File: config.mk
export PLATFORM = sky130hd
export DESIGN_NAME = conv_a1_ctrl
export DESIGN_NICKNAME = d
export VERILOG_FILES = /design/src/rtl/conv_a1_ctrl.sv
export SDC_FILE = /design/constraint.sdc
export NUM_CORES = 1
export LEC_CHECK = 0
export CORE_MARGIN = 1
export CORE_UTILIZATION = 56
export CTS_BUF_LIST = sky130_fd_sc_hd__clkbuf_8
export CTS_CLUSTER_DIAMETER = 120
export DETAILED_ROUTE_END_ITERATION = 10
export GPL_TIMING_DRIVEN = 0
export PLACE_DENSITY_LB_ADDON = 0.15
export SKIP_CTS_REPAIR_TIMING = 1
export SYNTH_ARGS = -nofsm -noshare
export SYNTH_HDL_FRONTEND = slang
export SYNTH_SLANG_ARGS = --single-unit
File: constraint.sdc
create_clock -name clk -period 4.8 [get_ports clk]
set_input_delay 0.72 -clock clk [delete_from_list [all_inputs] [get_ports clk]]
set_output_delay 0.72 -clock clk [all_outputs]
set_load 0.005 [all_outputs]
File: src/rtl/conv_a1_ctrl.sv
// rtl/conv_a1_ctrl.sv - convolution layer controller: weight load, IFM stream and drain sequencing
// Optional macro CONV_A1_CTRL_PERF_EN adds the stall_count performance counter output.
module conv_a1_ctrl #(
    parameter int IFM_SIZE          = 32,
    parameter int IFM_DEPTH         = 3,
    parameter int KERNAL_SIZE       = 5,
    parameter int NUMBER_OF_FILTERS = 6,
    parameter int ADDRESS_BITS      = 15,
    parameter int CONV_LATENCY      = 4,
    localparam int FW = (NUMBER_OF_FILTERS > 1) ? $clog2(NUMBER_OF_FILTERS) : 1,
    localparam int DW = (IFM_DEPTH > 1) ? $clog2(IFM_DEPTH) : 1
) (
    input  logic                    clk,
    input  logic                    reset,
    input  logic                    start,
    input  logic                    riscv_wm_write,
    input  logic [ADDRESS_BITS-1:0] riscv_wm_address,
    input  logic                    ifm_valid,
    output logic                    ifm_ready,
    output logic                    wm_enable_read,
    output logic                    wm_enable_write,
    output logic                    wm_fifo_enable,
    output logic                    fifo_enable,
    output logic                    conv_enable,
    output logic [ADDRESS_BITS-1:0] wm_address,
    output logic                    out_valid,
    output logic [FW-1:0]           filter_idx,
    output logic [DW-1:0]           depth_idx,
    output logic                    busy,
    output logic                    done
`ifdef CONV_A1_CTRL_PERF_EN
    ,
    output logic [31:0]             stall_count
`endif
);

    localparam int KK   = KERNAL_SIZE * KERNAL_SIZE;
    localparam int CMAX = (KK > CONV_LATENCY) ? KK : CONV_LATENCY;
    localparam int CW   = $clog2(CMAX + 1);
    localparam int RW   = (IFM_SIZE > 1) ? $clog2(IFM_SIZE) : 1;

    typedef enum logic [2:0] {
        S_IDLE,
        S_LOAD_W,
        S_STREAM,
        S_DRAIN,
        S_DONE
    } state_t;

    state_t                  state_q, state_d;
    logic [CW-1:0]           cnt_q;
    logic [RW-1:0]           row_q, col_q;
    logic [FW-1:0]           f_q;
    logic [DW-1:0]           d_q;
    logic [CONV_LATENCY-1:0] win_sr_q;
    logic                    rd_q;

    logic push, win_push, last_pix, load_last, drain_last, last_f, last_d;

    assign push       = (state_q == S_STREAM) && ifm_valid;
    assign win_push   = push && (row_q >= RW'(KERNAL_SIZE - 1)) && (col_q >= RW'(KERNAL_SIZE - 1));
    assign last_pix   = (row_q == RW'(IFM_SIZE - 1)) && (col_q == RW'(IFM_SIZE - 1));
    assign load_last  = (cnt_q == CW'(KK));
    assign drain_last = (cnt_q == CW'(CONV_LATENCY - 1));
    assign last_f     = (f_q == FW'(NUMBER_OF_FILTERS - 1));
    assign last_d     = (d_q == DW'(IFM_DEPTH - 1));

    always_ff @(posedge clk or negedge reset) begin
        if (!reset) begin
            state_q <= S_IDLE;
        end else begin
            state_q <= state_d;
        end
    end

    always_comb begin
        state_d         = state_q;
        ifm_ready       = 1'b0;
        wm_enable_read  = 1'b0;
        wm_enable_write = 1'b0;
        wm_address      = '0;
        conv_enable     = 1'b0;
        busy            = 1'b1;
        done            = 1'b0;
        case (state_q)
            S_IDLE: begin
                busy = 1'b0;
                // Host owns the weight memory only while idle; reset forces the bus quiet.
                if (reset) begin
                    wm_address      = riscv_wm_address;
                    wm_enable_write = riscv_wm_write;
                end
                if (start) begin
                    state_d = S_LOAD_W;
                end
            end
            S_LOAD_W: begin
                if (cnt_q < CW'(KK)) begin
                    wm_enable_read = 1'b1;
                    wm_address     = ADDRESS_BITS'(f_q) * ADDRESS_BITS'(KK) + ADDRESS_BITS'(cnt_q);
                end
                if (load_last) begin
                    state_d = S_STREAM;
                end
            end
            S_STREAM: begin
                ifm_ready   = 1'b1;
                conv_enable = 1'b1;
                if (push && last_pix) begin
                    state_d = S_DRAIN;
                end
            end
            S_DRAIN: begin
                conv_enable = 1'b1;
                if (drain_last) begin
                    state_d = (last_f && last_d) ? S_DONE : S_LOAD_W;
                end
            end
            S_DONE: begin
                done    = 1'b1;
                state_d = S_IDLE;
            end
            default: begin
                state_d = S_IDLE;
            end
        endcase
    end

    always_ff @(posedge clk or negedge reset) begin
        if (!reset) begin
            cnt_q    <= '0;
            row_q    <= '0;
            col_q    <= '0;
            f_q      <= '0;
            d_q      <= '0;
            win_sr_q <= '0;
            rd_q     <= 1'b0;
        end else begin
            // Weight memory has one cycle of read latency, so the FIFO push trails the read.
            rd_q     <= wm_enable_read;
            win_sr_q <= (win_sr_q << 1) | CONV_LATENCY'(win_push);
            case (state_q)
                S_IDLE: begin
                    if (start) begin
                        cnt_q <= '0;
                        row_q <= '0;
                        col_q <= '0;
                        f_q   <= '0;
                        d_q   <= '0;
                    end
                end
                S_LOAD_W: begin
                    cnt_q <= load_last ? '0 : cnt_q + 1'b1;
                    row_q <= '0;
                    col_q <= '0;
                end
                S_STREAM: begin
                    cnt_q <= '0;
                    if (push) begin
                        if (last_pix) begin
                            row_q <= '0;
                            col_q <= '0;
                        end else if (col_q == RW'(IFM_SIZE - 1)) begin
                            col_q <= '0;
                            row_q <= row_q + 1'b1;
                        end else begin
                            col_q <= col_q + 1'b1;
                        end
                    end
                end
                S_DRAIN: begin
                    if (drain_last) begin
                        cnt_q <= '0;
                        if (last_d) begin
                            d_q <= '0;
                            if (!last_f) begin
                                f_q <= f_q + 1'b1;
                            end
                        end else begin
                            d_q <= d_q + 1'b1;
                        end
                    end else begin
                        cnt_q <= cnt_q + 1'b1;
                    end
                end
                default: begin
                    cnt_q <= '0;
                end
            endcase
        end
    end

    assign wm_fifo_enable = rd_q;
    assign fifo_enable    = push;
    assign out_valid      = win_sr_q[CONV_LATENCY-1];
    assign filter_idx     = f_q;
    assign depth_idx      = d_q;

`ifdef CONV_A1_CTRL_PERF_EN
    always_ff @(posedge clk or negedge reset) begin
        if (!reset) begin
            stall_count <= '0;
        end else if ((state_q == S_IDLE) && start) begin
            stall_count <= '0;
        end else if ((state_q == S_STREAM) && !ifm_valid && (stall_count != '1)) begin
            stall_count <= stall_count + 1'b1;
        end
    end
`endif

endmodule

After elaboration in Yosys (flattened, before gate mapping):

Index checks and enable logic that the tools add are counted.

* word-level logic and storage cells: 90
* memories: 0
* bits in registers: 28
* input port bits: 20
* bits in writable memories: 0
* bits in read-only memories: 0
* bits in latches: 0
* output and inout port bits: 29

* mux-type cells: 38
* shift operators: 0
* bitwise gates (word level): 1
* add/sub/neg operators: 6
* multiply operators: 1
* equality and inequality tests: 18
* divide/modulo/power cells: 0
* reduce and logical (&&, ||, !) cells: 15
* $lt $le $gt $ge: 3

Operator list (number)
* $mux W5: 9
* $pmux W5 S3: 3
* $pmux W15 S2: 1
* $mux W3: 9
* $add A5 B1 Y5 const B: 3
* $eq A5 B5 Y1 const B: 3
* $mux W15: 1
* $ne A2 B2 Y1 const B: 6
* $pmux W3 S4: 1
* $ge A5 B3 Y1 const B: 2
* $add A8 B5 Y9: 1
* $mux W9: 1
* $mul A3 B5 Y8 const B: 1
* $mux W1: 8
* $reduce_and A4 Y1: 2
* $eq A3 B2 Y1 const B: 2
* $eq A3 B3 Y1 const B: 2
* $logic_and A1 B1 Y1: 6
* $mux W2: 3
* $pmux W3 S2: 1
* $reduce_and A3 Y1: 2
* $eq A5 B2 Y1 const B: 1
* $lt A5 B5 Y1 const B: 1
* $reduce_and A5 Y1: 1
* 12 further kinds: 12

Longest topological paths before layout:

Gate-level depths: netlist (run 1).

* depth in word-level cells: 5
* depth in mapped cells: 9
* gate-level depth less buffers: 9

Worst setup path after synthesis (run 1):

No wires, ideal clock.

* path kind: register to output
* start: reg f_q[1], in the netlist filter_idx[1]
* end: out wm_address[7]
* data required time: 4.080 ns
* stages on the path, launching flop included: 10
* arrival: 2.236 ns
* setup slack: 1.844 ns
* buffers on the path: 0
* cells stage by stage: dfrtp_1 -> inv_1 -> ha_1 -> inv_1 -> ha_1 -> ha_1 -> o21ai_0 -> o21a_1 -> or4b_1 -> o211ai_2

* word-level cells in the longest chain between the ends: 4

RTL lines
* start, declared: line 53 `logic [FW-1:0] f_q;`
* start signal, assigned: line 177 `f_q <= f_q + 1'b1;`
* $mul A3 B5 Y8: line 100 `wm_address = ADDRESS_BITS'(f_q) * ADDRESS_BITS'(KK) + ADDRESS_BITS'(cnt_q);`
* $add A8 B5 Y9: line 100
* $mux W9: line 98 `if (cnt_q < CW'(KK)) begin`
* $pmux W15 S2: line 85 `case (state_q)`
* end, declared: line 25 `output logic [ADDRESS_BITS-1:0] wm_address,`

Every way passes these cells.

Worst setup path in the final report (run 1):

Ends and elaborated chain as after synthesis.

==> summary.txt, run 1 <==
STA
--------------------------------------------------------------------------------
Rel. slew slack                                                           38.09%
Number of failing setup endpoints in the final timing report                   0
Setup clock skew after layout                                           3.030 ps
Share of the clock period used by the worst path after layout             82.15%
Post-layout minimum cycle time                                           3943 ps
Post-layout worst setup margin                                          856.7 ps
Total Negative Setup Slacks                                                 0 ps
Setup repair after global routing missed its margin                           no
Maximum frequency from static timing analysis                          253.6 MHz
Final Max Tran Viols                                                           0
Transition time at the pin with the least slew margin                   921.6 ps
Endpoints failing hold                                                         0

LOGIC SYNTHESIS
--------------------------------------------------------------------------------
Register bit total from synthesis                                             28
Commonest register cell after synthesis                             sky130_fd_sc_hd__dfrtp_1
Syn Inst Count                                                               215
Number of flops mapped to enable cells by yosys                                0
Synthesized net count                                                        260
Synth Area per Inst                                                    9.515 µm²
FFs w/ async S/R, synth                                                   100.0%
Post-synth cell types                                                         50
Synth Warn #                                                                   0
Sequential fraction of the synthesis area                                 34.25%
Synth Cell Area                                                         2046 µm²

CTS
--------------------------------------------------------------------------------
Maximum clock path buffer count                                                2
Clock network latency to the later pin of the worst-skew pair             270 ps
Clock tree from TritonCTS                                                  built
Clock tree sinks                                                              28
Root buffer cell                                                    sky130_fd_sc_hd__clkbuf_8
Clk pin slew, worst setup/hold paths                                       90 ps
CTS H-tree lvls                                                                1
Number of clock buffers inserted by TritonCTS                                  3

FINAL LAYOUT
--------------------------------------------------------------------------------
Number of antenna cells inserted                                               0
Fillcell total                                                               260
Nets                                                                         313
Leading cell types in the layout, fill and taps excluded            47 x sky130_fd_sc_hd__clkdlybuf4s50_1, 28 x sky130_fd_sc_hd__dfrtp_1, 24 x sky130_fd_sc_hd__ha_1
Layout overhead on the synthesized area                                   29.54%
Most common cell after layout, fill and taps aside                  sky130_fd_sc_hd__clkdlybuf4s50_1
Fraction of final layout cells with drive strength greater than 1         6.742%

GLOBAL ROUTE
--------------------------------------------------------------------------------
First-pass GRT wire length                                              7.790 mm
Vias in the first global route                                              1773
GRT Residual Overflow                                                          0
Antenna violations before repair                                               0
Overall fraction of global-route tracks in use                            24.53%
Largest net degree at the start of global routing                             37

PLACED DESIGN
--------------------------------------------------------------------------------
Worst setup slack after placement                                        1171 ps
IO Port Bufs                                                                  48
Global placement routability congestion                                   0.8775
HPWL after detailed placement                                           3.318 mm

DIE
--------------------------------------------------------------------------------
Vertical die dimension                                                  62.44 µm
Cell row count                                                                21
Width of the chip                                                       62.44 µm
Initial standard-cell utilization of the core                             59.89%
Area of the die                                                         3899 µm²
Number of top-level pins                                                      49
Placeable core region                                                   3416 µm²

PWR
--------------------------------------------------------------------------------
Clock share of power                                                       35.5%
Gate power share                                                           12.7%
Largest vdd supply drop                                                0.1827 mV
Leak Pwr                                                                1.230 nW
Internal power                                                         0.4012 mW
Power share of the sequential group                                        51.8%
Switching part of the total                                               22.73%
Power Density                                                       196.0 nW/µm²
Switching Power                                                        0.1181 mW

RUN STATUS
--------------------------------------------------------------------------------
Status                                                                 completed

DETAILED ROUTING
--------------------------------------------------------------------------------
Remaining routing DRC violations                                               0
Vias per cell                                                              5.962
Via count                                                                   1866
Residual antenna-violating net count after detailed routing                    0
First-pass detailed-route iteration total                                      5
DR iter-0 viols                                                               81
Drt total wl                                                            4.397 mm
Average wire per standard cell                                          14.05 µm

CRITICAL PATH
--------------------------------------------------------------------------------
Standard cell with the maximum stage delay on the critical path     sky130_fd_sc_hd__or4b_1
Critical path launch point type                                        flip-flop
Crit Path Class                                                     flip-flop to primary output
Crit-path max cell delay                                                  520 ps
Cell repeated most along the worst path                             sky130_fd_sc_hd__ha_1
Arrival time reported for the critical path endpoint                     3220 ps
Buffering stage count on the worst path with inverters included                3
Cells traversed along the worst timing path                         inv_1, ha_1, inv_1, ha_1, ha_1, o21ai_0, o21a_1, or4b_1, o211ai_2, clkdlybuf4s50_1
Worst endpoint required time                                             4080 ps
Crit Path Max Fanout                                                           5
Family with the most delay on the worst path                         adder cells
Capturing element type of the critical path                         primary output

RUN
--------------------------------------------------------------------------------
Max-capacitance violation count                                                0

HOLD PATH
--------------------------------------------------------------------------------
Worst hold-check path type                                          flip-flop to flip-flop

cell type report:
type	count	area (µm²)	area share [%]
multi-input cells	163	1235	46.60
flip-flops and latches	28	700.7	26.44
repair buffers	48	475.5	17.94
inverters	16	60.06	2.266
well taps	46	57.56	2.172
plain buffers	8	50.05	1.889
clock buffers	3	41.29	1.558
clock inverters	1	30.03	1.133
synthesized netlist by cell type, types with 2 or more instances:
| library cell | n | area share, % |
|---|---|---|
| sky130_fd_sc_hd__nand4_1 | 2 | 0.61 |
| sky130_fd_sc_hd__xnor2_1 | 4 | 1.7 |
| sky130_fd_sc_hd__or3_1 | 3 | 0.92 |
| sky130_fd_sc_hd__a31oi_1 | 5 | 1.5 |
| sky130_fd_sc_hd__mux2i_1 | 3 | 1.5 |
| sky130_fd_sc_hd__buf_6 | 2 | 1.1 |
| sky130_fd_sc_hd__o21ai_0 | 14 | 3.4 |
| sky130_fd_sc_hd__nand4b_1 | 2 | 0.86 |
| sky130_fd_sc_hd__nand2_1 | 11 | 2.0 |
| sky130_fd_sc_hd__nor2_1 | 11 | 2.0 |
| sky130_fd_sc_hd__nand2b_1 | 2 | 0.61 |
| sky130_fd_sc_hd__nor4b_1 | 3 | 1.3 |
| sky130_fd_sc_hd__dfrtp_1 | 28 | 34 |
| sky130_fd_sc_hd__o41ai_1 | 2 | 0.86 |
| sky130_fd_sc_hd__buf_2 | 4 | 0.98 |
| sky130_fd_sc_hd__nand3_1 | 10 | 2.4 |
| sky130_fd_sc_hd__inv_1 | 16 | 2.9 |
| sky130_fd_sc_hd__and3_1 | 12 | 3.7 |
| sky130_fd_sc_hd__nand3b_1 | 2 | 0.73 |
| sky130_fd_sc_hd__a22o_1 | 7 | 3.0 |
| sky130_fd_sc_hd__ha_1 | 24 | 15 |
| sky130_fd_sc_hd__a21o_1 | 3 | 1.1 |
| sky130_fd_sc_hd__nor3b_1 | 2 | 0.73 |
| sky130_fd_sc_hd__nor3_1 | 4 | 0.98 |
| sky130_fd_sc_hd__clkbuf_1 | 2 | 0.37 |
| sky130_fd_sc_hd__a21oi_1 | 8 | 2.0 |
| sky130_fd_sc_hd__a211oi_1 | 6 | 2.2 |
state kept, by name, summed over array words and instances, names as in the netlist:
register,flops
wm_fifo_enable,1
depth_idx,2
col_q,5
win_sr_q,4
cnt_q,5
filter_idx,3
row_q,5
state_q,3
final timing paths:
check	to	slack (ps)	cells after the start	start
worst min register to register	win_sr_q[3]	360	0	win_sr_q[2]
worst max register to register	cnt_q[2]	2570	6	state_q[0]
worst min-delay path	win_sr_q[3]	360	0	win_sr_q[2]
min in group asynchronous	filter_idx[1]	480	1	reset
worst max-delay path	wm_address[7]	860	10	filter_idx[1]
max in group asynchronous	win_sr_q[0]	3880	1	reset
kinds of logic after synthesis:
group | share of synthesized area, %
simple gates | 20.55
xor+xnor | 2.141
mux | 2.018
flops | 34.25
compound gates | 20.00
fa+ha+maj | 15.66
buf+inv | 5.382
metal layers:
layer,routed length (µm),track usage [%],up-vias
met4,51,7.558,0
met5,0,0,-
met1,2048,32.82,886
met3,247,3.467,7
li1,-,-,900
met2,2049,41.03,73
worst register-to-register path: stages (launching register included):
cell and delay, ps:
sky130_fd_sc_hd__dfrtp_1 420, sky130_fd_sc_hd__buf_2 190, sky130_fd_sc_hd__nor3_1 720, sky130_fd_sc_hd__inv_1 170, sky130_fd_sc_hd__nor2_1 360, sky130_fd_sc_hd__o21ai_0 160, sky130_fd_sc_hd__o41ai_1 90
power by group through the flow:
stage                     clock network [mW]  logic, mW  registers (mW)
final                                  0.184     0.0662           0.269
after global routing                   0.200     0.0773           0.272
after CTS                              0.189     0.0674           0.268
after detailed placement                   0     0.0666           0.273
after global placement                     0     0.0650           0.273
after floorplan                            0     0.0372           0.269
per-stage QoR:
stage                     utilization (%)  instances  hold WS, ps  total power, mW  cell area, µm²
after floorplan                         -        215        331.2           0.3061            2046
final                               77.58        313        360.2           0.5193            2650
after global placement              75.64        309        332.4           0.3376            2584
after detailed placement            75.49        309        337.8           0.3396            2579
after global routing                77.58        313        368.4           0.5494            2650
after CTS                           77.58        313        363.4           0.5245            2650
Power figures use the tool's default switching activity.
==> inputs of run 2 (changes only) <==
--- a/config.mk
+++ b/config.mk
@@ -6,7 +6,7 @@
 export NUM_CORES = 1
 export LEC_CHECK = 0
 export CORE_MARGIN = 1
-export CORE_UTILIZATION = 56
+export CORE_UTILIZATION = 52
 export CTS_BUF_LIST = sky130_fd_sc_hd__clkbuf_8
 export CTS_CLUSTER_DIAMETER = 120
 export DETAILED_ROUTE_END_ITERATION = 10
==> constraint.sdc (replaced) <==
create_clock -name clk -period 3.8 [get_ports clk]
set_input_delay 0.57 -clock clk [delete_from_list [all_inputs] [get_ports clk]]
set_output_delay 0.57 -clock clk [all_outputs]
set_load 0.005 [all_outputs]
==> run 2 against run 1 <==
Against the previous run: largest cell class unchanged; global-route usage shrank 1.5 points; clock skew grew 2.1 ps; critical path depth is the same; routed wire length grew 3.6%; die area grew 7.4%; combinational power grew 32%; count of clock-buffer cells in the layout grew 1; power grew 17%; hold slack lost 10 ps.
==> summary.txt, run 2 (same netlist as run 1, synthesis figures left out) <==
CRITICAL PATH
--------------------------------------------------------------------------------
Worst endpoint required time                                             3230 ps   was 4080 ps
Arrival time reported for the critical path endpoint                     3140 ps   was 3220 ps
Capturing element type of the critical path                         primary output   unchanged
Critical path launch point type                                        flip-flop   unchanged
Crit Path Class                                                     flip-flop to primary output   unchanged
Crit Path Max Fanout                                                           4   was 5

STA
--------------------------------------------------------------------------------
Maximum frequency from static timing analysis                          269.5 MHz
Endpoints failing hold                                                         0   unchanged
Final Max Tran Viols                                                           0   unchanged
Share of the clock period used by the worst path after layout             97.64%
Setup clock skew after layout                                           5.103 ps   was 3.030 ps
Hold Slack                                                              349.9 ps   was 360.2 ps
Rel. slew slack                                                           35.60%   was 38.09%
Post-layout minimum cycle time                                           3710 ps
Number of failing setup endpoints in the final timing report                   0   unchanged
Transition time at the pin with the least slew margin                   958.6 ps   was 921.6 ps

PLACED DESIGN
--------------------------------------------------------------------------------
IO Port Bufs                                                                  48   unchanged
Standard cell area after detailed placement                             2581 µm²   was 2579 µm²
Placed Cells incl. Taps                                                      311   was 309
HPWL after detailed placement                                           3.340 mm   was 3.318 mm
Global placement routability congestion                                   0.8149   was 0.8775

DIE
--------------------------------------------------------------------------------
Vertical die dimension                                                  64.72 µm   was 62.44 µm
Cell row count                                                                22   was 21
Initial standard-cell utilization of the core                             55.05%   was 59.89%
Number of top-level pins                                                      49   unchanged
Area of the die                                                         4189 µm²   was 3899 µm²
Width of the chip                                                       64.72 µm   was 62.44 µm
Placeable core region                                                   3716 µm²   was 3416 µm²

FINAL LAYOUT
--------------------------------------------------------------------------------
Most common cell after layout, fill and taps aside                  sky130_fd_sc_hd__clkdlybuf4s50_1   unchanged
Leading cell types in the layout, fill and taps excluded            47 x sky130_fd_sc_hd__clkdlybuf4s50_1, 25 x sky130_fd_sc_hd__dfrtp_1, 24 x sky130_fd_sc_hd__ha_1   was 47 x sky130_fd_sc_hd__clkdlybuf4s50_1, 28 x sky130_fd_sc_hd__dfrtp_1, 24 x sky130_fd_sc_hd__ha_1
Largest registers                                                   cnt_q: 5 flops, col_q: 5 flops, row_q: 5 flops   unchanged
Fraction of final layout cells with drive strength greater than 1         9.890%   was 6.742%
Area of all placed cells without fillers                                2685 µm²   was 2650 µm²
Number of antenna cells inserted                                               0   unchanged
Finished Layout Cells                                                        321   was 313
Layout overhead on the synthesized area                                   31.25%   was 29.54%
Nets                                                                         319   was 313

PWR
--------------------------------------------------------------------------------
Power Density                                                       226.7 nW/µm²   was 196.0 nW/µm²
Largest vdd supply drop                                                0.2294 mV   was 0.1827 mV
Internal power                                                         0.4598 mW   was 0.4012 mW
Clock share of power                                                       29.8%   was 35.5%
Leak Pwr                                                                1.250 nW   was 1.230 nW
Switching part of the total                                               24.45%   was 22.73%
Gate power share                                                           14.3%   was 12.7%
Power share of the sequential group                                        55.9%   was 51.8%
Switching Power                                                        0.1488 mW   was 0.1181 mW

DETAILED ROUTING
--------------------------------------------------------------------------------
Drt total wl                                                            4.557 mm   was 4.397 mm
Vias per cell                                                              5.701   was 5.962
DR iter-0 viols                                                               77   was 81
First-pass detailed-route iteration total                                      4   was 5
Residual antenna-violating net count after detailed routing                    0   unchanged
Via count                                                                   1830   was 1866
Average wire per standard cell                                          14.20 µm   was 14.05 µm
Remaining routing DRC violations                                               0   unchanged

CTS
--------------------------------------------------------------------------------
Clock network latency to the later pin of the worst-skew pair             270 ps   about the same
Maximum clock path buffer count                                                2   unchanged
Number of clock buffers inserted by TritonCTS                                  3   unchanged
Clock tree sinks                                                              28   unchanged
CTS H-tree lvls                                                                1   unchanged
Clock tree from TritonCTS                                                  built   unchanged
Clk pin slew, worst setup/hold paths                                       90 ps   about the same
Root buffer cell                                                    sky130_fd_sc_hd__clkbuf_8   unchanged

RUN STATUS
--------------------------------------------------------------------------------
Status                                                                 completed   unchanged

GLOBAL ROUTE
--------------------------------------------------------------------------------
Largest net degree at the start of global routing                             37   unchanged
Vias in the first global route                                              1651   was 1773
GRT Residual Overflow                                                          0   unchanged
Antenna violations before repair                                               0   unchanged
Overall fraction of global-route tracks in use                            23.02%   was 24.53%
First-pass GRT wire length                                              7.652 mm   was 7.790 mm

HOLD PATH
--------------------------------------------------------------------------------
Worst hold-check path type                                          input port to asynchronous set/reset pin   was flip-flop to flip-flop

RUN
--------------------------------------------------------------------------------
Max-capacitance violation count                                                0   unchanged

==> run 2: cell types whose count changed in the layout (fill, tap and decap cells not counted) <==
| cell | delta |
|---|---|
| sky130_fd_sc_hd__clkbuf_8 | +1 |
| sky130_fd_sc_hd__dfrtp_1 | -3 |
| sky130_fd_sc_hd__buf_4 | +6 |
| sky130_fd_sc_hd__bufinv_16 | -1 |
| sky130_fd_sc_hd__dfrtp_2 | +3 |
==> run 2: area by class of cell <==
cell class / count / area, µm²
Fill cell: 305 / 1031
Clock buffer: 4 / 55.05
Timing Repair Buffer: 54 / 520.5
Tap cell: 48 / 60.06
Inverter: 16 / 60.06
Multi-Input combinational cell: 163 / 1235
Buffer: 8 / 50.05
Sequential cell: 28 / 704.4
==> run 2: power groups by stage <==
stage | Clock [mW] | Sequential, mW | Combinational (mW)
3_5_place_dp | 0 | 0.345 | 0.0853
4_1_cts | 0.188 | 0.340 | 0.0858
5_1_grt | 0.200 | 0.345 | 0.100
3_3_place_gp | 0 | 0.345 | 0.0837
6_report | 0.181 | 0.340 | 0.0871
2_1_floorplan | 0 | 0.340 | 0.0470
==> run 2: critical path, cell delays in order, from the launching register on <==
cell and delay, ps:
sky130_fd_sc_hd__dfrtp_2 430, sky130_fd_sc_hd__inv_1 120, sky130_fd_sc_hd__ha_1 240, sky130_fd_sc_hd__inv_1 80, sky130_fd_sc_hd__ha_1 230, sky130_fd_sc_hd__ha_1 360
sky130_fd_sc_hd__o21ai_0 120, sky130_fd_sc_hd__o21a_1 190, sky130_fd_sc_hd__or4b_1 510, sky130_fd_sc_hd__o211ai_2 80, sky130_fd_sc_hd__clkdlybuf4s50_1 510
==> run 2: per-stage QoR <==
step	utilization [%]	setup TNS [ps]	total power [mW]	setup WS, ps
after detailed placement	69.46	0	0.4303	322.4
final	72.26	0	0.6086	89.56
after global routing	72.26	-38.71	0.6461	-38.71
after CTS	70.94	0	0.6132	12.01
after global placement	69.60	0	0.4284	43.37
after floorplan	-	0	0.3866	994.4
==> run 2: worst paths after layout <==
check                              start            end  slack [ps]  cells after the start
max                        filter_idx[1]  wm_address[7]          90                     10
min                                reset  filter_idx[0]         350                      1
max reg2reg                     col_q[0]       row_q[2]        1510                      8
min reg2reg                  win_sr_q[1]    win_sr_q[2]         350                      0
max in group asynchronous          reset  filter_idx[2]        2950                      1
min in group clk             win_sr_q[1]    win_sr_q[2]         350                      0
==> run 2: metal layers <==
layer,up-vias,part of all wire [%],GRT usage [%]
met3,2,5.0,3.521
met1,860,49,32.92
li1,915,-,-
met2,53,46,37.37
met5,-,0,0
met4,0,0.39,3.333
==> inputs of run 3 (changes only) <==
--- a/config.mk
+++ b/config.mk
@@ -12,6 +12,7 @@
 export DETAILED_ROUTE_END_ITERATION = 10
 export GPL_TIMING_DRIVEN = 0
 export PLACE_DENSITY_LB_ADDON = 0.15
+export SETUP_SLACK_MARGIN = 0.02
 export SKIP_CTS_REPAIR_TIMING = 1
 export SYNTH_ARGS = -nofsm -noshare
 export SYNTH_HDL_FRONTEND = slang
==> run 3 against run 2 <==
Against the previous run: sequential share of layout area down 0.12 points; flip-flop and latch count is the same; global-route usage unchanged; routed wire length grew 1.1%; combinational power grew 1%; power about the same; utilization up 0.34 points; register-to-register slack hardly changed; via count fell by 0.82%; critical path depth stayed put; critical endpoint unchanged; largest cell class unchanged.
==> summary.txt, run 3 (same netlist as run 1, synthesis figures left out) <==
RUN STATUS
--------------------------------------------------------------------------------
Status                                                                 completed   unchanged

GLOBAL ROUTE
--------------------------------------------------------------------------------
GRT Residual Overflow                                                          0   unchanged
Vias in the first global route                                              1651   unchanged
Overall fraction of global-route tracks in use                            23.02%   unchanged
Antenna violations before repair                                               0   unchanged
Largest net degree at the start of global routing                             37   unchanged
First-pass GRT wire length                                              7.652 mm   unchanged

STA
--------------------------------------------------------------------------------
Maximum frequency from static timing analysis                          273.4 MHz   was 269.5 MHz
Share of the clock period used by the worst path after layout             96.26%   was 97.64%
Post-layout worst setup margin                                          142.0 ps   was 89.56 ps
Rel. slew slack                                                           36.91%   was 35.60%
Total Negative Setup Slacks                                                 0 ps   unchanged
Final Max Tran Viols                                                           0   unchanged
Post-layout minimum cycle time                                           3658 ps   was 3710 ps
Endpoints failing hold                                                         0   unchanged
Setup repair after global routing missed its margin                           no
Number of failing setup endpoints in the final timing report                   0   unchanged
Setup clock skew after layout                                           5.067 ps   was 5.103 ps
Transition time at the pin with the least slew margin                   939.2 ps   was 958.6 ps

PLACED DESIGN
--------------------------------------------------------------------------------
Global placement routability congestion                                   0.8149   unchanged
Worst setup slack after placement                                       322.4 ps   unchanged
Standard cell area after detailed placement                             2581 µm²   unchanged
IO Port Bufs                                                                  48   unchanged
HPWL after detailed placement                                           3.340 mm   unchanged

HOLD PATH
--------------------------------------------------------------------------------
Worst hold-check path type                                          input port to asynchronous set/reset pin   unchanged

CTS
--------------------------------------------------------------------------------
Clock tree from TritonCTS                                                  built   unchanged
Number of clock buffers inserted by TritonCTS                                  3   unchanged
Root buffer cell                                                    sky130_fd_sc_hd__clkbuf_8   unchanged
Clock tree sinks                                                              28   unchanged
Clk pin slew, worst setup/hold paths                                       90 ps   about the same
CTS H-tree lvls                                                                1   unchanged
Clock network latency to the later pin of the worst-skew pair             270 ps   about the same
Maximum clock path buffer count                                                2   unchanged

DETAILED ROUTING
--------------------------------------------------------------------------------
Average wire per standard cell                                          14.36 µm   was 14.20 µm
Residual antenna-violating net count after detailed routing                    0   unchanged
Via count                                                                   1815   was 1830
Metal-1 WL                                                              2.236 mm   was 2.224 mm
Drt total wl                                                            4.608 mm   was 4.557 mm
Remaining routing DRC violations                                               0   unchanged
Amount of wire on met2 after detailed routing                           2.124 mm   was 2.085 mm
Vias per cell                                                              5.654   was 5.701
First-pass detailed-route iteration total                                      5   was 4
Sum of met3 wire segment lengths after detailed routing                   229 µm   was 228 µm
Top layer in use                                                            met4   unchanged
DR iter-0 viols                                                               84   was 77

PWR
--------------------------------------------------------------------------------
Total Power                                                            0.6092 mW   was 0.6086 mW
Power Density                                                       225.8 nW/µm²   was 226.7 nW/µm²
Leak Pwr                                                                1.249 nW   was 1.250 nW
Largest vdd supply drop                                                0.2281 mV   was 0.2294 mV

CRITICAL PATH
--------------------------------------------------------------------------------
Standard cell with the maximum stage delay on the critical path     sky130_fd_sc_hd__or4b_1   unchanged
Arrival time reported for the critical path endpoint                     3090 ps   was 3140 ps
Cells traversed along the worst timing path                         inv_1, ha_1, inv_1, ha_1, ha_4, o21ai_0, o21a_1, or4b_1, o211ai_2, clkdlybuf4s50_1   was inv_1, ha_1, inv_1, ha_1, ha_1, o21ai_0, o21a_1, or4b_1, o211ai_2, clkdlybuf4s50_1
Crit-path max cell delay                                                  510 ps   about the same
Crit Path Max Fanout                                                           4   unchanged
Crit Path Class                                                     flip-flop to primary output   unchanged
Critical path launch point type                                        flip-flop   unchanged
Capturing element type of the critical path                         primary output   unchanged
Worst endpoint required time                                             3230 ps   about the same

FINAL LAYOUT
--------------------------------------------------------------------------------
Fraction of final layout cells with drive strength greater than 1         10.26%   was 9.890%
Area of all placed cells without fillers                                2698 µm²   was 2685 µm²
Post-route core utilization                                               72.59%   was 72.26%
Most common cell after layout, fill and taps aside                  sky130_fd_sc_hd__clkdlybuf4s50_1   unchanged
Largest registers                                                   cnt_q: 5 flops, col_q: 5 flops, row_q: 5 flops   unchanged
Number of antenna cells inserted                                               0   unchanged
Nets                                                                         319   unchanged
Leading cell types in the layout, fill and taps excluded            47 x sky130_fd_sc_hd__clkdlybuf4s50_1, 25 x sky130_fd_sc_hd__dfrtp_1, 23 x sky130_fd_sc_hd__ha_1   was 47 x sky130_fd_sc_hd__clkdlybuf4s50_1, 25 x sky130_fd_sc_hd__dfrtp_1, 24 x sky130_fd_sc_hd__ha_1
Layout overhead on the synthesized area                                   31.87%   was 31.25%

DIE
--------------------------------------------------------------------------------
Placeable core region                                                   3716 µm²   unchanged
Width of the chip                                                       64.72 µm   unchanged
Initial standard-cell utilization of the core                             55.05%   unchanged
Cell row count                                                                22   unchanged
Area of the die                                                         4189 µm²   unchanged
Vertical die dimension                                                  64.72 µm   unchanged
Number of top-level pins                                                      49   unchanged

RUN
--------------------------------------------------------------------------------
Max-capacitance violation count                                                0   unchanged

## run 3: cell counts in the layout (fill, tap and decap cells not counted)
No cell type changed its count.
## run 3: final cells by class
cell class | instances | area, µm²
Clock buffer | 4 | 55.05
Sequential cell | 28 | 704.4
Tap cell | 48 | 60.06
Buffer | 8 | 50.05
Multi-Input combinational cell | 163 | 1247
Fill cell | 302 | 1018
Timing Repair Buffer | 54 | 520.5
Inverter | 16 | 60.06
## run 3: per-stage QoR
| step | std cells | hold slack (ps) |
|---|---|---|
| 6_report | 321 | 349.0 |
| 3_3_place_gp | 311 | 331.1 |
| 2_1_floorplan | 215 | 274.4 |
| 3_5_place_dp | 311 | 335.8 |
| 4_1_cts | 315 | 355.6 |
| 5_1_grt | 321 | 369.4 |
## run 3: worst paths after layout
kind,endpoint,cells after the start,start,slack [ps]
hold / removal,filter_idx[0],1,reset,350
min in group clk,win_sr_q[2],0,win_sr_q[1],350
hold reg to reg,win_sr_q[2],0,win_sr_q[1],350
max in group asynchronous,filter_idx[2],1,reset,2950
setup reg to reg,row_q[2],8,col_q[0],1510
setup / recovery,wm_address[7],10,filter_idx[1],140
## run 3: critical path, delay by kind of cell, from the launching register on
family	cells	cell delay, ps
AOI/OAI and AO/OA	3	370
adders and majority gates	3	800
buffers and inverters	3	710
DFF	1	430
and+or+nand+nor	1	510
## run 3: routing by layer
layer  global-route usage, %  vias up
li1                        -      915
met1                   32.92      854
met2                   37.37       44
met3                   3.521        2
met4                   3.333        0
met5                       0        -
## run 3: power by group
| group | switching (mW) | internal, mW | leakage [nW] |
|---|---|---|---|
| combinational | 0.0397 | 0.0487 | 0.850 |
| clock | 0.0881 | 0.0926 | 0.0288 |
| sequential | 0.0210 | 0.319 | 0.370 |
| total | 0.149 | 0.460 | 1.25 |
